--- config.mk ---
export PLATFORM = sky130hd
export DESIGN_NAME = lsu_mem_initiator_flat
export DESIGN_NICKNAME = d
export VERILOG_FILES = /design/src/rtl/lsu_mem_initiator_if.sv /design/src/rtl/lsu_mem_initiator.sv /design/src/flat_wrapper.sv
export SDC_FILE = /design/constraint.sdc
export NUM_CORES = 1
export LEC_CHECK = 0
export ABC_AREA = 1
export CAP_MARGIN = 20
export CORE_MARGIN = 2
export CORE_UTILIZATION = 46
export DETAILED_ROUTE_END_ITERATION = 8
export GPL_TIMING_DRIVEN = 0
export PLACE_DENSITY = 0.86
export SETUP_SLACK_MARGIN = 0.2
export SLEW_MARGIN = 15
export SYNTH_ARGS = -nofsm -noshare
export SYNTH_HDL_FRONTEND = slang
export SYNTH_SLANG_ARGS = --single-unit
--- constraint.sdc ---
create_clock -name clk -period 2.1 [get_ports clk]
set_input_delay 0.63 -clock clk [delete_from_list [all_inputs] [get_ports clk]]
set_output_delay 0.63 -clock clk [all_outputs]
set_load 0.02 [all_outputs]
--- src/rtl/lsu_mem_initiator_if.sv ---
// Pipeline request/response and data-memory signals of the load/store initiator.
// master = the LSU itself, slave = the pipeline/memory environment around it.
interface lsu_mem_initiator_if #(
    parameter int DM_ADDRESS = 9,
    parameter int DATA_W     = 32
);
    logic                  req_valid;
    logic                  req_ready;
    logic                  req_write;
    logic [2:0]            req_funct3;
    logic [DM_ADDRESS-1:0] req_addr;
    logic [DATA_W-1:0]     req_wdata;

    logic                  resp_valid;
    logic                  resp_ready;
    logic [DATA_W-1:0]     resp_rdata;
    logic                  resp_err;

    logic [DM_ADDRESS-1:0] mem_addr;
    logic                  mem_re;
    logic [3:0]            mem_wr;
    logic [DATA_W-1:0]     mem_wd;
    logic [DATA_W-1:0]     mem_rd;

    // Handshakes: a transfer happens on a rising edge where valid and ready are both 1;
    // valid may not depend on ready, and the producer holds its payload until that edge.
    modport master (
        input  req_valid, req_write, req_funct3, req_addr, req_wdata,
        output req_ready,
        output resp_valid, resp_rdata, resp_err,
        input  resp_ready,
        output mem_addr, mem_re, mem_wr, mem_wd,
        input  mem_rd
    );

    modport slave (
        output req_valid, req_write, req_funct3, req_addr, req_wdata,
        input  req_ready,
        input  resp_valid, resp_rdata, resp_err,
        output resp_ready,
        input  mem_addr, mem_re, mem_wr, mem_wd,
        output mem_rd
    );
endinterface

--- src/rtl/lsu_mem_initiator.sv ---
// Load/store initiator: takes one request, drives a word-aligned byte-enabled memory
// access, waits the read latency and returns extended load data or an error.
module lsu_mem_initiator #(
    parameter int DM_ADDRESS = 9,
    parameter int DATA_W     = 32,
    parameter int RD_LATENCY = 1
) (
    input  logic                 clk,
    input  logic                 reset_n,
    lsu_mem_initiator_if.master  bus,
    output logic [1:0]           dbg_state
);

    typedef enum logic [1:0] {
        S_IDLE  = 2'd0,
        S_ISSUE = 2'd1,
        S_WAIT  = 2'd2,
        S_RESP  = 2'd3
    } state_t;

    // WAIT is entered one cycle after ISSUE, so the counter starts at latency-1.
    localparam logic [1:0] WAIT_INIT = (RD_LATENCY > 0) ? 2'(RD_LATENCY - 1) : 2'd0;

    state_t     state;
    logic       op_write;
    logic [2:0] op_funct3;
    logic [1:0] op_lane;
    logic [1:0] wait_cnt;

    assign dbg_state = state;

    function automatic logic req_ok(input logic wr, input logic [2:0] f3, input logic [1:0] lane);
        logic legal;
        logic aligned;
        if (wr) legal = (f3 == 3'b000) || (f3 == 3'b001) || (f3 == 3'b010);
        else    legal = (f3 == 3'b000) || (f3 == 3'b001) || (f3 == 3'b010) ||
                        (f3 == 3'b100) || (f3 == 3'b101);
        case (f3[1:0])
            2'b01:   aligned = ~lane[0];
            2'b10:   aligned = (lane == 2'b00);
            default: aligned = 1'b1;
        endcase
        return legal && aligned;
    endfunction

    function automatic logic [3:0] store_be(input logic [2:0] f3, input logic [1:0] lane);
        case (f3[1:0])
            2'b00:   store_be = 4'b0001 << lane;
            2'b01:   store_be = 4'b0011 << {lane[1], 1'b0};
            default: store_be = 4'b1111;
        endcase
    endfunction

    function automatic logic [31:0] store_wd(input logic [2:0] f3, input logic [31:0] wd);
        case (f3[1:0])
            2'b00:   store_wd = {4{wd[7:0]}};
            2'b01:   store_wd = {2{wd[15:0]}};
            default: store_wd = wd;
        endcase
    endfunction

    function automatic logic [31:0] load_ext(input logic [2:0] f3, input logic [1:0] lane,
                                             input logic [31:0] word);
        logic [7:0]  b;
        logic [15:0] h;
        b = word[{lane, 3'b000} +: 8];
        h = lane[1] ? word[31:16] : word[15:0];
        case (f3)
            3'b000:  load_ext = {{24{b[7]}}, b};
            3'b001:  load_ext = {{16{h[15]}}, h};
            3'b100:  load_ext = {24'd0, b};
            3'b101:  load_ext = {16'd0, h};
            default: load_ext = word;
        endcase
    endfunction

    always_ff @(posedge clk or negedge reset_n) begin
        if (!reset_n) begin
            state          <= S_IDLE;
            op_write       <= 1'b0;
            op_funct3      <= 3'b000;
            op_lane        <= 2'b00;
            wait_cnt       <= 2'd0;
            bus.req_ready  <= 1'b1;
            bus.resp_valid <= 1'b0;
            bus.resp_err   <= 1'b0;
            bus.resp_rdata <= '0;
            bus.mem_addr   <= '0;
            bus.mem_re     <= 1'b0;
            bus.mem_wr     <= 4'b0000;
            bus.mem_wd     <= '0;
        end else begin
            case (state)
                S_IDLE: begin
                    if (bus.req_valid) begin
                        op_write      <= bus.req_write;
                        op_funct3     <= bus.req_funct3;
                        op_lane       <= bus.req_addr[1:0];
                        bus.req_ready <= 1'b0;
                        if (req_ok(bus.req_write, bus.req_funct3, bus.req_addr[1:0])) begin
                            state        <= S_ISSUE;
                            bus.mem_addr <= {bus.req_addr[DM_ADDRESS-1:2], 2'b00};
                            bus.mem_re   <= ~bus.req_write;
                            bus.mem_wr   <= bus.req_write ?
                                            store_be(bus.req_funct3, bus.req_addr[1:0]) : 4'b0000;
                            bus.mem_wd   <= store_wd(bus.req_funct3, bus.req_wdata);
                        end else begin
                            // Rejected requests never touch memory.
                            state          <= S_RESP;
                            bus.resp_valid <= 1'b1;
                            bus.resp_err   <= 1'b1;
                            bus.resp_rdata <= '0;
                        end
                    end
                end
                S_ISSUE: begin
                    bus.mem_re <= 1'b0;
                    bus.mem_wr <= 4'b0000;
                    if (op_write) begin
                        state          <= S_RESP;
                        bus.resp_valid <= 1'b1;
                        bus.resp_err   <= 1'b0;
                        bus.resp_rdata <= '0;
                    end else if (RD_LATENCY == 0) begin
                        state          <= S_RESP;
                        bus.resp_valid <= 1'b1;
                        bus.resp_err   <= 1'b0;
                        bus.resp_rdata <= load_ext(op_funct3, op_lane, bus.mem_rd);
                    end else begin
                        state    <= S_WAIT;
                        wait_cnt <= WAIT_INIT;
                    end
                end
                S_WAIT: begin
                    if (wait_cnt == 2'd0) begin
                        state          <= S_RESP;
                        bus.resp_valid <= 1'b1;
                        bus.resp_err   <= 1'b0;
                        bus.resp_rdata <= load_ext(op_funct3, op_lane, bus.mem_rd);
                    end else begin
                        wait_cnt <= wait_cnt - 2'd1;
                    end
                end
                S_RESP: begin
                    if (bus.resp_ready) begin
                        state          <= S_IDLE;
                        bus.resp_valid <= 1'b0;
                        bus.req_ready  <= 1'b1;
                    end
                end
                default: state <= S_IDLE;
            endcase
        end
    end

endmodule
--- src/flat_wrapper.sv ---
// flat-port wrapper written by rule: the top's interface ports become plain ports
module lsu_mem_initiator_flat 
#(
    parameter int DM_ADDRESS = 9,
    parameter int DATA_W     = 32,
    parameter int RD_LATENCY = 1
)
  (clk, reset_n, dbg_state, bus_req_valid, bus_req_write, bus_req_funct3, bus_req_addr, bus_req_wdata, bus_req_ready, bus_resp_valid, bus_resp_rdata, bus_resp_err, bus_resp_ready, bus_mem_addr, bus_mem_re, bus_mem_wr, bus_mem_wd, bus_mem_rd);
  lsu_mem_initiator_if #(.DM_ADDRESS(DM_ADDRESS), .DATA_W(DATA_W)) bus_i ();
  input  logic clk;
  input  logic reset_n;
  output logic [1:0] dbg_state;
  input wire logic [$bits(bus_i.req_valid)-1:0] bus_req_valid;
  input wire logic [$bits(bus_i.req_write)-1:0] bus_req_write;
  input wire logic [$bits(bus_i.req_funct3)-1:0] bus_req_funct3;
  input wire logic [$bits(bus_i.req_addr)-1:0] bus_req_addr;
  input wire logic [$bits(bus_i.req_wdata)-1:0] bus_req_wdata;
  output wire logic [$bits(bus_i.req_ready)-1:0] bus_req_ready;
  output wire logic [$bits(bus_i.resp_valid)-1:0] bus_resp_valid;
  output wire logic [$bits(bus_i.resp_rdata)-1:0] bus_resp_rdata;
  output wire logic [$bits(bus_i.resp_err)-1:0] bus_resp_err;
  input wire logic [$bits(bus_i.resp_ready)-1:0] bus_resp_ready;
  output wire logic [$bits(bus_i.mem_addr)-1:0] bus_mem_addr;
  output wire logic [$bits(bus_i.mem_re)-1:0] bus_mem_re;
  output wire logic [$bits(bus_i.mem_wr)-1:0] bus_mem_wr;
  output wire logic [$bits(bus_i.mem_wd)-1:0] bus_mem_wd;
  input wire logic [$bits(bus_i.mem_rd)-1:0] bus_mem_rd;
  assign bus_i.req_valid = bus_req_valid;
  assign bus_i.req_write = bus_req_write;
  assign bus_i.req_funct3 = bus_req_funct3;
  assign bus_i.req_addr = bus_req_addr;
  assign bus_i.req_wdata = bus_req_wdata;
  assign bus_req_ready = bus_i.req_ready;
  assign bus_resp_valid = bus_i.resp_valid;
  assign bus_resp_rdata = bus_i.resp_rdata;
  assign bus_resp_err = bus_i.resp_err;
  assign bus_i.resp_ready = bus_resp_ready;
  assign bus_mem_addr = bus_i.mem_addr;
  assign bus_mem_re = bus_i.mem_re;
  assign bus_mem_wr = bus_i.mem_wr;
  assign bus_mem_wd = bus_i.mem_wd;
  assign bus_i.mem_rd = bus_mem_rd;
  lsu_mem_initiator #(.DM_ADDRESS(DM_ADDRESS), .DATA_W(DATA_W), .RD_LATENCY(RD_LATENCY)) u_core (.clk(clk), .reset_n(reset_n), .bus(bus_i), .dbg_state(dbg_state));
endmodule
======== After elaboration in Yosys (flattened, before gate mapping) ========
Index checks and enable logic that the tools add are counted.
W data, S select, Z words.
cells by class
  add/sub/neg operators ................... 1
  eq/ne operators ......................... 20
  shift operators ......................... 3
  mux-type cells .......................... 43
  bitwise gates (word level) .............. 2
  reduce and logical (&&, ||, !) cells .... 23
operators by type and width
  cell                  number
  $mux W32              4
  $pmux W32 S4          1
  $pmux W32 S3          1
  $pmux W32 S2          1
  $shiftx A32 B6 Y8     1
  $mux W1               17
  $mux W16              1
  $pmux W4 S2           2
  $reduce_and A3 Y1     5
  $eq A3 B3 Y1 const B  4
  $mux W2               6
  $mux W4               3
  $ne A2 B2 Y1 const B  5
  $reduce_and A5 Y1     2
  $logic_not A2 Y1      4
  $pmux W2 S4           1
  $eq A2 B2 Y1 const B  3
  $eq A3 B1 Y1 const B  2
  $logic_not A3 Y1      2
  $ne A2 B1 Y1 const B  3
  $pmux W1 S2           3
  $reduce_bool A2 Y1    3
  $eq A2 B1 Y1 const B  2
  $logic_or A1 B1 Y1    4
  other kinds (11)      12
storage, ports and cells
  bits in registers ....................... 89
  bits of input ports ..................... 81
  output and inout port bits .............. 83
  logic and storage cells ................. 105

======== Depth between registers and ports, before layout ========
Gate-level depths: netlist of run 1.
  depth after elaboration ................. 12
  mapped depth ............................ 12
  gate-level depth less buffers ........... 9

======== Worst setup path before layout of run 1 ========
No wires, ideal clock.
  path type ............................... input-to-reg
  start point ............................. input port bus_req_funct3[0]
  end point ............................... register u_core.bus.resp_rdata[13]
  data arrival time ....................... 1.885 ns
  required time ........................... 1.969 ns
  slack ................................... 0.085 ns
  stages .................................. 12
  path buffers ............................ 4
  path through ............................ inv_1 ha_1 buf_4 nor2_4 buf_6 a21oi_4 nand3_4 nand3_4 buf_12 buf_6 nand2_1 o21ai_0
on the way
  longest elaborated chain between the ends .. 11
  elaborated cells between the ends (all ways) .. 20
ends and longest elaborated chain
  element                                                  RTL line                                          text
  from (decl)                                              flat_wrapper.sv:15                                input wire logic [$bits(bus_i.req_funct3)-1:0] bus_req_funct3;
  $eq A3 B1 Y1 / $logic_not A3 Y1 (equally long branches)  lsu_mem_initiator.sv:35, lsu_mem_initiator.sv:36
  $logic_or A1 B1 Y1 (2 in a row)                          lsu_mem_initiator.sv:35, lsu_mem_initiator.sv:36
  $logic_or A1 B1 Y1                                       lsu_mem_initiator.sv:36                           else legal = (f3 == 3'b000) || (f3 == 3'b001) || (f3 == 3'b010) ||
  $logic_or A1 B1 Y1                                       lsu_mem_initiator.sv:37                           (f3 == 3'b100) || (f3 == 3'b101);
  $mux W1                                                  lsu_mem_initiator.sv:35                           if (wr) legal = (f3 == 3'b000) || (f3 == 3'b001) || (f3 == 3'b010);
  $mux W1                                                  lsu_mem_initiator.sv:95                           if (bus.req_valid) begin
  $mux W1                                                  lsu_mem_initiator.sv:93                           case (state)
  $logic_and A1 B1 Y1 *                                    lsu_mem_initiator.sv:43                           return legal && aligned;
  $ne A2 B2 Y1 (no source line) *                          n/a
  $reduce_and A5 Y1 (no source line) *                     n/a
  to (signal assigned)                                     lsu_mem_initiator.sv:128                          bus.resp_rdata <= load_ext(op_funct3, op_lane, bus.mem_rd);
  to (signal assigned)                                     lsu_mem_initiator.sv:139                          bus.resp_rdata <= load_ext(op_funct3, op_lane, bus.mem_rd);
  to (decl)                                                lsu_mem_initiator_if.sv:30                        output resp_valid, resp_rdata, resp_err,
Every way passes the cells marked *; elsewhere a longest branch is shown, timed or not. The select of a mux whose other input is x is not followed.
A chain may end at the register's enable or synchronous reset.

======== Worst setup path after layout of run 1 ========
  start point ............................. register u_core.bus.req_ready
  end point ............................... output port bus_req_ready
RTL lines
  element                 RTL line                    text
  from (decl)             lsu_mem_initiator_if.sv:29  output req_ready,
  from (signal assigned)  lsu_mem_initiator.sv:84     bus.req_ready <= 1'b1;
  from (signal assigned)  lsu_mem_initiator.sv:99     bus.req_ready <= 1'b0;
  from (signal assigned)  lsu_mem_initiator.sv:148    bus.req_ready <= 1'b1;
  to (decl)               flat_wrapper.sv:18          output wire logic [$bits(bus_i.req_ready)-1:0] bus_req_ready;
No word-level cell between the ends.

==> results of run 1 <==
-- sequential cells by signal, summed over array words and instances (netlist names) --
signal                 count
u_core.bus.mem_wd         32
u_core.bus.resp_rdata     32
u_core.bus.mem_addr        7
u_core.bus.mem_wr          4
u_core.op_funct3           3
u_core.dbg_state           2
u_core.op_lane             2
u_core.wait_cnt            2
u_core.bus.mem_re          1
u_core.bus.req_ready       1
u_core.bus.resp_err        1
u_core.bus.resp_valid      1
u_core.op_write            1
-- synthesized netlist by cell type (all sizes together) --
cell type / count
dfstp: 1
inv: 43
nor2: 46
dfrtp: 88
or2: 9
o211ai: 3
nand2: 226
o22ai: 1
o21ai: 90
nand4: 2
nand3: 21
buf: 22
conb: 1
ha: 8
clkbuf: 14
nor3: 4
mux2: 1
o32ai: 1
a32o: 1
a21oi: 43
-- worst paths after layout --
check                                       endpoint  slack [ps]  depth (start not counted)                   start
max                                    bus_req_ready         230                          1    u_core.bus.req_ready
max reg2reg                u_core.bus.resp_rdata[21]         270                         11     u_core.dbg_state[1]
min                        u_core.bus.resp_rdata[31]         200                          1                 reset_n
max in group asynchronous       u_core.bus.req_ready        1230                          2                 reset_n
min reg2reg                   u_core.bus.mem_addr[4]         480                          2  u_core.bus.mem_addr[4]
min in group clk              u_core.bus.mem_addr[4]         480                          2  u_core.bus.mem_addr[4]
-- layer usage --
| layer | global-route usage [%] | up-vias | share of wire, % |
|---|---|---|---|
| met4 | 12.9 | 0 | 2.5 |
| met3 | 9.14 | 30 | 11 |
| li1 | - | 2377 | - |
| met5 | 0 | - | 0 |
| met1 | 32.1 | 2395 | 38 |
| met2 | 46.8 | 282 | 48 |
-- logic make-up (layout without fill, tap and decap cells) --
group                    count (synthesis)  after routing  synth area share [%]
AND/OR/NAND/NOR                        308            308                  26.7
AO/OA/AOI/OAI                          139            139                  16.1
flip-flops                              89             89                  46.5
buffers and inverters                   79            269                  8.29
adder cells (fa/ha/maj)                  8              8                  2.09
other                                    1              2                0.0783
multiplexers                             1              1                 0.235
-- timing repair --
item / 4_1_cts / 5_1_grt
cloned: 0 / 1
endpoints found under the setup margin: 160 / 69
pin swaps: 4 / 3
gates resized for setup: 102 / 27
buffers inserted: 6 / 5
-- stage by stage --
stage               power, mW  std cells  util, %  setup slack [ps]
finish                   9.98        952     67.9               232
global route             10.6        952     67.9               199
floorplan                6.32        626        -               202
CTS                      9.76        946     66.8               195
global placement         8.53        923     64.6             -3050
detailed placement       8.68        924     64.9              -727
-- power breakdown --
part           switching, mW  leakage (nW)  internal (mW)
Clock                  0.650         0.109          0.736
Sequential             0.422          1.15           2.42
Combinational           3.55          2.30           2.20
Total                   4.62          3.56           5.36
-- layout by cell type (no fill, tap or decap), drive strengths merged --
cell type        n
bufinv           2
o211ai           3
buf             39
nor2            46
ha               8
inv             43
clkdlybuf4s50   75
conb             2
a21oi           43
nor3             4
o32ai            1
dlygate4sd2     83
nand4            2
nand3           21
clkbuf          25
o21ai           90
nand2          226
o22ai            1
or2              9
a32o             1
clkinvlp         2
dfstp            1
mux2             1
dfrtp           88
-- layout make-up --
type                    count  area (sq um)  share of cell area (%)
clock buffers              12           155                    2.23
clock inverters             4          75.1                    1.08
multi-input cells         458          2240                    32.3
repair buffers            174          1630                    23.5
flip-flops and latches     89          2230                    32.1
inverters                  43           181                    2.61
plain buffers              36           267                    3.83
well taps                 136           170                    2.45
-- worst register-to-register path, delay by kind of cell, from the launching register on --
family | cells | cell delay [ps]
fa+ha+maj | 1 | 170
simple gates | 5 | 500
buf+inv | 4 | 520
flops | 1 | 410
compound gates | 1 | 100
==> impl_metrics.ini, run 1 <==
[floorplan]
start_util_pct = 46.8
rows = 37
die_h_microns = 106
dieArea_sq_mm = 0.0112
die_x_microns = 106
core_sq_mm = 0.0102
io-pin-count = 164

[cts]
cts_htree_levels = 3
tritoncts = done
holdBufCountCts = 0
numCtsBuffers = 9
ctsRootBufferMaster = clkbuf_8
clk_pin_slew_ps = 90
cts_max_path_buffers = 2
clock_latency_ps = 380
clock_sinks = 89

[synth]
synthTopCellsByArea = dfrtp_1, nand2_1, o21ai_0
ys_seq_area_share_pct = 46.5
yosys_warnings = 0
syn_inst = 625
synthDominantCellAreaShare_pct = 46.0
synth_cell_types = 37
yosysTopAreaCell = dfrtp_1
synth_seq_cells = 89
syn_area_sq_mm = 0.00479
syn_avg_cell_area_sq_um = 7.66

[grt]
antenna_found_initial = 0
grt_pass1_wl_microns = 24100
track_usage_pct = 27.8
overflow = 0
first_global_vias = 4954
grt_max_degree = 58

[power]
cellPowerDensity_mw_per_mm2 = 1440
peakVddDrop_mv = 0.725
p_leak_nw = 3.56

[drt]
viasPerCell = 5.34
initialDrtViolationCount = 302
vias = 5084
firstDrtPassIters = 5
wl_microns = 16000
wl_per_cell_microns = 16.8
drc = 0
final_antenna_net_count = 0

[placed_design]
place_congestion = 0.933
placed_area_sq_mm = 0.00664
dp_hpwl_microns = 11800
port-buffer-count = 161

[flow_run]
drv_cap = 0

[cells_and_area]
layout-drive-gt1-share_pct = 13.0
num_antenna_cells = 0
fill_cells = 877
design_area_sq_mm = 0.00695
syn_to_final_growth_pct = 45.2
nets = 900

[sta]
post-route-period-util_pct = 88.9
finalClockSkew_ps = 8.29
setup_tns_ps = 0
worstMarginPinSlew_ps = 518
maxSlewViolCount = 0
rsz0062_at_grt = false
period_needed_ps = 1870
setup_viol = 0
fmax_mhz = 535
fin_hold_ws_ps = 196
slew_headroom_pct = 65.5
hold_violations = 0

[setup_path]
critPathMaxFanout = 2
start_kind = register
critPathMaxStageDelay_ps = 540
crit_required_ps = 1470
cp_slowest_cell = dfstp_2
crit_type = reg2out
worstPathArrival_ps = 1240
cp_top_family = flip-flops
cp-end-kind = output port
path_cells = dlygate4sd2_1
crit_buf_inv = 1

[worst_hold_path]
hp-class = in2async

[status]
status = completed
(Power assumes the default switching activity.)
==> run 2, diff against run 1 <==
- CORE_ASPECT_RATIO: unset -> 0.9
==> impl_metrics.ini, run 2 (synthesis gave the netlist of run 1 again) <==
[cts]
clk_pin_slew_ps = 70
tritoncts = done
holdBufCountCts = 0
cts_htree_levels = 3
clock_latency_ps = 340
clock_sinks = 89
numCtsBuffers = 9
ctsRootBufferMaster = clkbuf_16
cts_max_path_buffers = 2

[cells_and_area]
layout-drive-gt1-share_pct = 13.5
num_antenna_cells = 0
design_area_sq_mm = 0.00702
multiInputGateArea_sq_mm = 0.00225
final_cell_mix = nand2_1, dfrtp_1, dlygate4sd2_1
final_common_cell = nand2_1
fin_util_pct = 68.8
nets = 898
syn_to_final_growth_pct = 46.7
fill_cells = 860
ff_latch_area_sq_mm = 0.00223
reg_top3 = u_core.bus.mem_wd: 32 flops, u_core.bus.resp_rdata: 32 flops, u_core.bus.mem_addr: 7 flops

[grt]
grt_max_degree = 52
track_usage_pct = 27.2
antenna_found_initial = 0
first_global_vias = 5015
grt_pass1_wl_microns = 24600
overflow = 0

[worst_hold_path]
hp-class = in2async

[placed_design]
pre_cts_slack_ps = -779
place_congestion = 0.984
placed_area_sq_mm = 0.00663
port-buffer-count = 161
dp_hpwl_microns = 11300

[setup_path]
crit_start = bus_req_funct3[0]
cp.depth = 12
crit_required_ps = 2330
r2r-end = u_core.bus.resp_rdata[0]
cp_top_family = buffers and inverters
crit_type = in2reg
cp_common_cell = buf_8
worstPathArrival_ps = 2080
worst-r2r-setup-slack_ps = 270
worstRegToRegCells = 12
start_kind = input port
endpoint = u_core.bus.mem_addr[2]
cp-end-kind = register
cp_slowest_cell = nand4_4
crit_buf_inv = 6
crit-reg2reg-launch = u_core.dbg_state[1]
critPathMaxStageDelay_ps = 210
path_cells = buf_2, inv_6, ha_4, buf_8, nor2_4, buf_6, a21oi_4, nand4_4, buf_8, buf_8, nand2_1, nand2_1
critPathMaxFanout = 10

[floorplan]
start_util_pct = 46.9
die_h_microns = 101
die_x_microns = 112
io-pin-count = 164
core_sq_mm = 0.0102
rows = 35
dieArea_sq_mm = 0.0112

[power]
peakVddDrop_mv = 0.705
p_seq_share_pct = 28.1
cellPowerDensity_mw_per_mm2 = 1450
comb_power_share_pct = 55.7
p_sw_mw = 4.62
p_int_mw = 5.53
p_leak_nw = 3.60
total_power_mw = 10.2
p_clk_share_pct = 16.3
swShare_pct = 45.5

[sta]
post-route-period-util_pct = 87.9
setup_ws_ps = 255
finalClockSkew_ps = 8.59
setup_viol = 0
hold_violations = 0
period_needed_ps = 1850
maxSlewViolCount = 0
fmax_mhz = 542
worstMarginPinSlew_ps = 527
rsz0062_at_grt = true
slew_headroom_pct = 64.8

[drt]
drc = 0
viasPerCell = 5.26
final_antenna_net_count = 0
wl_per_cell_microns = 16.2
firstDrtPassIters = 5
vias = 4956
wl_microns = 15200
initialDrtViolationCount = 300

[flow_run]
drv_cap = 0

[status]
status = completed
run 2: changes by cell type in the layout (fill, tap and decap cells not counted), moves of 3 or more:
| cell | delta |
|---|---|
| clkbuf_1 | -3 |
| clkbuf_8 | -11 |
| buf_2 | -3 |
| inv_6 | +3 |
| clkbuf_16 | +9 |
run 2: repair_timing:
action,4_1_cts,5_1_grt
endpoints found under the hold margin,0,0
pin swaps,3,4
buffers inserted,7,2
gates resized for setup,110,30
cloned,0,1
setup endpoints to repair,160,57
run 2: routing by layer:
layer | global-route usage [%] | up-vias | part of all wire (%)
li1 | - | 2369 | -
met1 | 32.7 | 2309 | 40
met2 | 47.4 | 247 | 48
met3 | 8.60 | 31 | 11
met4 | 7.69 | 0 | 1.7
met5 | 0 | - | 0
run 2: through the flow:
step	instances	hold WS, ps	TNS [ps]
after global placement	916	456	-284070
final	943	258	0
after detailed placement	917	462	-45230
after global routing	943	301	0
after floorplan	626	334	0
after CTS	940	282	0
run 2: power by group through the flow:
stage                     sequential, mW  combinational [mW]  clock [mW]
after global routing                2.93                6.17        1.74
after floorplan                     3.55                2.76           0
after CTS                           2.84                5.55        1.67
after detailed placement            2.88                5.74           0
after global placement              2.86                5.62           0
final                               2.85                5.65        1.65
run 2: worst min path at each step:
stage,slack [ps],from,to
2_1_floorplan,330,reset_n,u_core.bus.mem_addr[2]
3_3_place_gp,460,u_core.bus.mem_wd[19],u_core.bus.mem_wd[19]
3_5_place_dp,460,u_core.bus.mem_wd[21],u_core.bus.mem_wd[21]
4_1_cts,280,reset_n,u_core.bus.resp_rdata[4]
5_1_grt,300,reset_n,u_core.bus.resp_rdata[4]
6_report,260,reset_n,u_core.bus.resp_rdata[4]
run 2: area by class of cell:
type | count | share of cell area [%]
multi-input cells | 458 | 32.0
flip-flops and latches | 89 | 31.7
repair buffers | 172 | 23.1
plain buffers | 36 | 4.01
clock buffers | 9 | 3.21
inverters | 43 | 2.62
well taps | 129 | 2.30
clock inverters | 7 | 1.07
run 2: worst reg2reg max path, stage by stage, from the launching register on:
cell and delay [ps]:
dfrtp_1 380, buf_4 160, inv_4 70, ha_4 160
inv_2 60, or2_1 240, nand2_1 100, nor2_2 50
nand3_4 110, buf_12 140, buf_6 140, nand2_1 60
o21ai_1 90
